File: src/rtl/int_core_handler.sv
// ----------------------------------------------------------------------------
// int_core_handler
//
// Interrupt entry/exit sequencer sitting between an interrupt controller and a
// simple core. On an enabled request it waits for an instruction boundary,
// pushes the return address, loads the vector address into the core PC and
// runs the handler. On RETI it pops the return address back into the PC.
// Nesting is not supported: requests are ignored while a handler runs.
//
// Optional feature (compile-time macro INT_MASK_EN):
//   Adds a 16-bit per-interrupt mask register (reset 16'hFFFF) written through
//   MASK_WE / MASK_DATA. A request is only accepted if its mask bit is set.
//   Without the macro, the mask ports and register do not exist.
//
// Parameters
//   PC_WIDTH            width of every program-counter path
//   VECTOR_BASE         address of the vector for interrupt 0
//   VECTOR_STRIDE_LOG2  log2 of the spacing between vector entries
//
// Ports
//   CLK             clock, rising edge
//   RESET           asynchronous reset, active low
//   INT2COR         level request from the interrupt controller
//   NUM_INT[3:0]    requesting interrupt number, valid with INT2COR
//   GIE             global interrupt enable
//   INSTR_DONE      core is at an instruction boundary
//   PC_IN           core return address, valid with INSTR_DONE
//   RETI            return-from-interrupt pulse from the core
//   STACK_READY     stack accepts the push / returns pop data this cycle
//   STACK_DATA_IN   pop data
//   MASK_WE         mask register write strobe        (INT_MASK_EN only)
//   MASK_DATA[15:0] mask register write data          (INT_MASK_EN only)
//   STACK_PUSH      push request, held until STACK_READY
//   STACK_POP       pop request, held until STACK_READY
//   STACK_DATA_OUT  saved return address
//   PC_LOAD         one-cycle pulse: core loads PC_OUT
//   PC_OUT          vector address or restored return address
//   CORE_STALL      core frozen while this block owns the PC
//   INT_ACK         one-cycle acknowledge to the source
//   IN_SERVICE      a handler is running
//   ACTIVE_NUM[3:0] number of the interrupt being serviced
// ----------------------------------------------------------------------------
// State table
//   state       | meaning
//   ------------+--------------------------------------------------------------
//   IDLE        | waiting for an enabled request
//   WAIT_BOUND  | request committed, waiting for an instruction boundary
//   PUSH        | pushing the return address, core stalled
//   VECTOR      | one cycle: load vector address, acknowledge source
//   SERVICE     | handler running, waiting for RETI
//   POP         | popping the return address, core stalled
//   RESTORE     | one cycle: load popped return address
// ----------------------------------------------------------------------------
module int_core_handler #(
    parameter int          PC_WIDTH           = 16,
    parameter int unsigned VECTOR_BASE        = 16'h0010,
    parameter int          VECTOR_STRIDE_LOG2 = 2
) (
    input  logic                CLK,
    input  logic                RESET,
    input  logic                INT2COR,
    input  logic [3:0]          NUM_INT,
    input  logic                GIE,
    input  logic                INSTR_DONE,
    input  logic [PC_WIDTH-1:0] PC_IN,
    input  logic                RETI,
    input  logic                STACK_READY,
    input  logic [PC_WIDTH-1:0] STACK_DATA_IN,
`ifdef INT_MASK_EN
    input  logic                MASK_WE,
    input  logic [15:0]         MASK_DATA,
`endif
    output logic                STACK_PUSH,
    output logic                STACK_POP,
    output logic [PC_WIDTH-1:0] STACK_DATA_OUT,
    output logic                PC_LOAD,
    output logic [PC_WIDTH-1:0] PC_OUT,
    output logic                CORE_STALL,
    output logic                INT_ACK,
    output logic                IN_SERVICE,
    output logic [3:0]          ACTIVE_NUM
);

    localparam logic [2:0] S_IDLE       = 3'd0;
    localparam logic [2:0] S_WAIT_BOUND = 3'd1;
    localparam logic [2:0] S_PUSH       = 3'd2;
    localparam logic [2:0] S_VECTOR     = 3'd3;
    localparam logic [2:0] S_SERVICE    = 3'd4;
    localparam logic [2:0] S_POP        = 3'd5;
    localparam logic [2:0] S_RESTORE    = 3'd6;

    logic [2:0]          state;
    logic [2:0]          state_nxt;
    logic [3:0]          active_num;
    logic [PC_WIDTH-1:0] ret_addr;
    logic [PC_WIDTH-1:0] pop_data;
    logic [PC_WIDTH-1:0] vec_addr;
    logic                req_ok;

`ifdef INT_MASK_EN
    logic [15:0] mask;

    always_ff @(posedge CLK or negedge RESET) begin
        if (!RESET) begin
            mask <= 16'hFFFF;
        end else if (MASK_WE) begin
            mask <= MASK_DATA;
        end
    end

    assign req_ok = INT2COR & GIE & mask[NUM_INT];
`else
    assign req_ok = INT2COR & GIE;
`endif

    // Sum is taken at PC_WIDTH so it wraps modulo 2^PC_WIDTH.
    assign vec_addr = PC_WIDTH'(VECTOR_BASE)
                    + (PC_WIDTH'(active_num) << VECTOR_STRIDE_LOG2);

    always_comb begin
        state_nxt = state;
        case (state)
            S_IDLE:       if (req_ok)      state_nxt = S_WAIT_BOUND;
            S_WAIT_BOUND: if (INSTR_DONE)  state_nxt = S_PUSH;
            S_PUSH:       if (STACK_READY) state_nxt = S_VECTOR;
            S_VECTOR:                      state_nxt = S_SERVICE;
            S_SERVICE:    if (RETI)        state_nxt = S_POP;
            S_POP:        if (STACK_READY) state_nxt = S_RESTORE;
            S_RESTORE:                     state_nxt = S_IDLE;
            default:                       state_nxt = S_IDLE;
        endcase
    end

    always_ff @(posedge CLK or negedge RESET) begin
        if (!RESET) begin
            state      <= S_IDLE;
            active_num <= '0;
            ret_addr   <= '0;
            pop_data   <= '0;
        end else begin
            state <= state_nxt;
            if (state == S_IDLE && req_ok) begin
                active_num <= NUM_INT;
            end
            // Only a boundary seen in WAIT_BOUND counts; one coinciding with
            // the request in IDLE is deliberately not captured.
            if (state == S_WAIT_BOUND && INSTR_DONE) begin
                ret_addr <= PC_IN;
            end
            if (state == S_POP && STACK_READY) begin
                pop_data <= STACK_DATA_IN;
            end
        end
    end

    // All control outputs decode straight from the state register so that an
    // asynchronous reset drops them in the same instant.
    always_comb begin
        PC_OUT = '0;
        case (state)
            S_VECTOR:  PC_OUT = vec_addr;
            S_RESTORE: PC_OUT = pop_data;
            default:   PC_OUT = '0;
        endcase
    end

    assign STACK_PUSH     = (state == S_PUSH);
    assign STACK_POP      = (state == S_POP);
    assign PC_LOAD        = (state == S_VECTOR) || (state == S_RESTORE);
    assign INT_ACK        = (state == S_VECTOR);
    assign IN_SERVICE     = (state == S_SERVICE);
    assign CORE_STALL     = (state == S_PUSH) || (state == S_VECTOR) ||
                            (state == S_POP)  || (state == S_RESTORE);
    assign STACK_DATA_OUT = ret_addr;
    assign ACTIVE_NUM     = active_num;

endmodule

File: config.mk
export PLATFORM = sky130hd
export DESIGN_NAME = int_core_handler
export DESIGN_NICKNAME = d
export VERILOG_FILES = /design/src/rtl/int_core_handler.sv
export SDC_FILE = /design/constraint.sdc
export NUM_CORES = 1
export LEC_CHECK = 0
export ABC_AREA = 0
export ABC_CLOCK_PERIOD_IN_PS = 2000
export BUFFER_PORTS_ARGS = -buffer_cell sky130_fd_sc_hd__buf_4
export CORE_MARGIN = 2
export CORE_UTILIZATION = 45
export DETAILED_ROUTE_END_ITERATION = 10
export PLACE_DENSITY_LB_ADDON = 0.12
export SETUP_SLACK_MARGIN = 0.5
export SYNTH_ARGS = -nofsm -noshare
export SYNTH_HDL_FRONTEND = slang
export SYNTH_SLANG_ARGS = --single-unit
File: constraint.sdc
create_clock -name CLK -period 2 [get_ports CLK]
set_input_delay 0.4 -clock CLK [delete_from_list [all_inputs] [get_ports CLK]]
set_output_delay 0.4 -clock CLK [all_outputs]
set_load 0.1 [all_outputs]
==> impl_results.md <==
- Outcome: completed
- Drt pass-1 iters: 6
- Capturing point of the worst reg2reg path: STACK_DATA_OUT[0]
- Core area: 3690 sq um
- Inst Count DP: 256
- Synth Area in Compound Gates: 4.08%
- Layout area overhead: 83.5%
- DR vias: around 1.5k
- CP top delay family: buffers and inverters
- Antenna cells: 0
- Fillers: 177
- Crit path arrival time: 1.60 ns
- FF+latch count, synth: 39
- Largest family of logic cells by synthesized area: multiplexers
- WL per Instance: 19.9 um
- # rows: 22
- Total CTS buffers: 5
- ANT nets after route: 0
- Max-cap violations: 0
- Vias in the first global route: 1546
- Final Wtd Congestion: 0.787
- NumNets Final: 276
- Final hold violations: 0
- DRC viols: 0
- Synth Cell Area: 1750 sq um
- Leading area contributor after synthesis: dfrtp_1
- Largest net degree at the start of global routing: 40
- Final worst slack: just under 0.003 ns
- First-pass GRT wire length: 7.51 mm
- Kind of critical path: flop to primary output
- Starting DRT DRC Count: 51
- Layout cell share with drive strength beyond 1: between 70 and 80%
- Syn nets: 172
- Post-synthesis mux area share: roughly a quarter
- Ys Warns: 0
- Hold_buf cts: 0
- Post-synthesis sequential area ratio: 55.8%
- Sink Count: 39
- Distinct cells, synth: 27
- Post-Synth Simple-Gate Area: 10.7%
- WL final: 5.59 mm
- Slew Limit Fails: 0
- CTS tree: yes
- Ys flop type: dfrtp_1
- Fin Hold WS: 0.0622 ns
- Crit path buffers/inverters: 4
- R2r startpoint: state[0]
- Slowest-stage cell, CP: dfrtp_1
- Class of the worst hold path: input pin to asynchronous set/reset pin
- Worst reg-to-reg path cell count: 9
- DP HPWL: 2.88 mm
- Synth Area in Adders: 0.715%
- Post-synth EDFFs: 0
- CP Data Required Time: 1.60 ns
- Final setup fails: 0
- GRT overflow: 0
- Tmin final: 2.00 ns
- Worst-Skew Late Latency: 0.29 ns
- Initial antenna violation count: 0
- Largest cells by area after synthesis: dfrtp_1 (56%), mux2_2 (21%), and2_1 (3.9%)
- Worst R2R Setup Slack: 0.13 ns
- Clock Skews: 0.00933 ns
- CP Launch Type: flop
- Critical Path, Cell by Cell: buf_4 > buf_6 > buf_8 > nor3b_4 > buf_12
- Setup TNS: 0 ns
- CTS Root Cell: clkbuf_8
- Die Span Y: 66.3 um
- Die ar.: 4400 sq um
- Post-synth ARST share: 100%
- CP peak stage delay: between 0.4 and 0.5 ns
- Yosys top cell area share: 55.8%
- Clk slew on worst S/H paths: 0.08 ns
- CP Capture Type: primary output
- Avg Inst Size Synth: between 10 and 15 sq um
- Post-Synth XOR/XNOR Area: 0.501%
- Pre-CTS WS: 0.216 ns
- Fin crit share: between 90% and 100%
- Slew HR: 66.7%
- Max frequency: 0.501 GHz
- CP max FO: 8
- Die X: 66.3 um
- Starting density of the core: 47.4%
- Port bufs: 84
- Slew @ Worst Pin: 0.499 ns
- Vias per cell: 5.23
- RSZ-0062 raised after global routing: yes
- I/O pin total: between 80 and 90
- Clk buf depth: 2
- Mapped Cells: 128
- GRT Overall Usage: 23.1%
- Fin cells: 281
- H-tree Lvls: 2
-- cells in the mapped netlist, drive strengths merged, types with 2 or more instances --
library cell   n
a21oi          2
and2          11
mux2          36
clkbuf         2
or2            2
nor2           4
a22o           4
nand2          8
inv            2
buf            6
dfrtp         39
-- cells in the final DEF, fill, tap and decap left out, types with 3 or more instances in the layout --
master	instances
mux2_4	17
dfrtp_2	3
clkbuf_8	5
mux2_2	19
nand2_8	4
a22o_4	4
buf_6	8
dfrtp_1	36
buf_4	71
buf_12	22
and2_4	11
nand2_1	4
-- what timing repair did --
action                     in CTS  in global routing
gates cloned                    5                  0
pin swaps                       7                  6
buffers inserted                7                  5
setup endpoints to repair      56                 58
gates resized for setup        68                 35
-- sequential cells by signal, summed over array words and instances, names as in the netlist --
register        count
STACK_DATA_OUT     16
pop_data           16
ACTIVE_NUM          4
state               3
-- per-stage QoR --
step / cell area, sq um / util, %
floorplan: 1890 / -
finish: 3210 / 87.0
detailed placement: 2520 / 68.4
global route: 3210 / 87.0
global placement: 2520 / 68.4
CTS: 3020 / 81.9
-- worst reg2reg max path: cells and delay by family, from the launching register on --
kind / cells / cell delay (ns)
DFF: 1 / 0.42
and+or+nand+nor: 2 / 0.26
muxes: 1 / 0.33
buffers and inverters: 6 / 0.74
-- final cells by class --
type	instances	area, sq um	share of cell area (%)
timing repair buffer	102	1080	33.6
sequential	39	980	30.5
multi-input combinational	82	945	29.4
clock buffer	5	68.8	2.14
clock inverter	3	67.6	2.10
tap	48	60.1	1.87
inverter	2	11.3	0.351
-- how the worst max path moves through the flow --
stage	cells past startpoint	start	to	slack [ns]
floorplan	5	state[1]	PC_LOAD	-0.13
global placement	4	state[0]	PC_OUT[4]	0.26
detailed placement	4	state[0]	PC_OUT[4]	0.22
CTS	5	state[1]	PC_OUT[5]	0.04
global route	5	state[1]	PC_OUT[6]	-0.03
finish	5	state[0]	STACK_PUSH	0.003
-- kinds of logic after synthesis --
group,after synthesis
flip-flops,39
adder cells (fa/ha/maj),1
AND/OR/NAND/NOR,31
XOR/XNOR,1
AO/OA/AOI/OAI,10
multiplexers,36
buffers and inverters,10
-- metal layers --
layer,GRT usage (%),wire [um]
met4,5.10,117
met1,26.2,2140
met5,0,0
met2,42.9,2950
met3,6.30,385
Power is not shown: default switching activity piles up to over one toggle a cycle in this logic, so the estimate is an artifact.
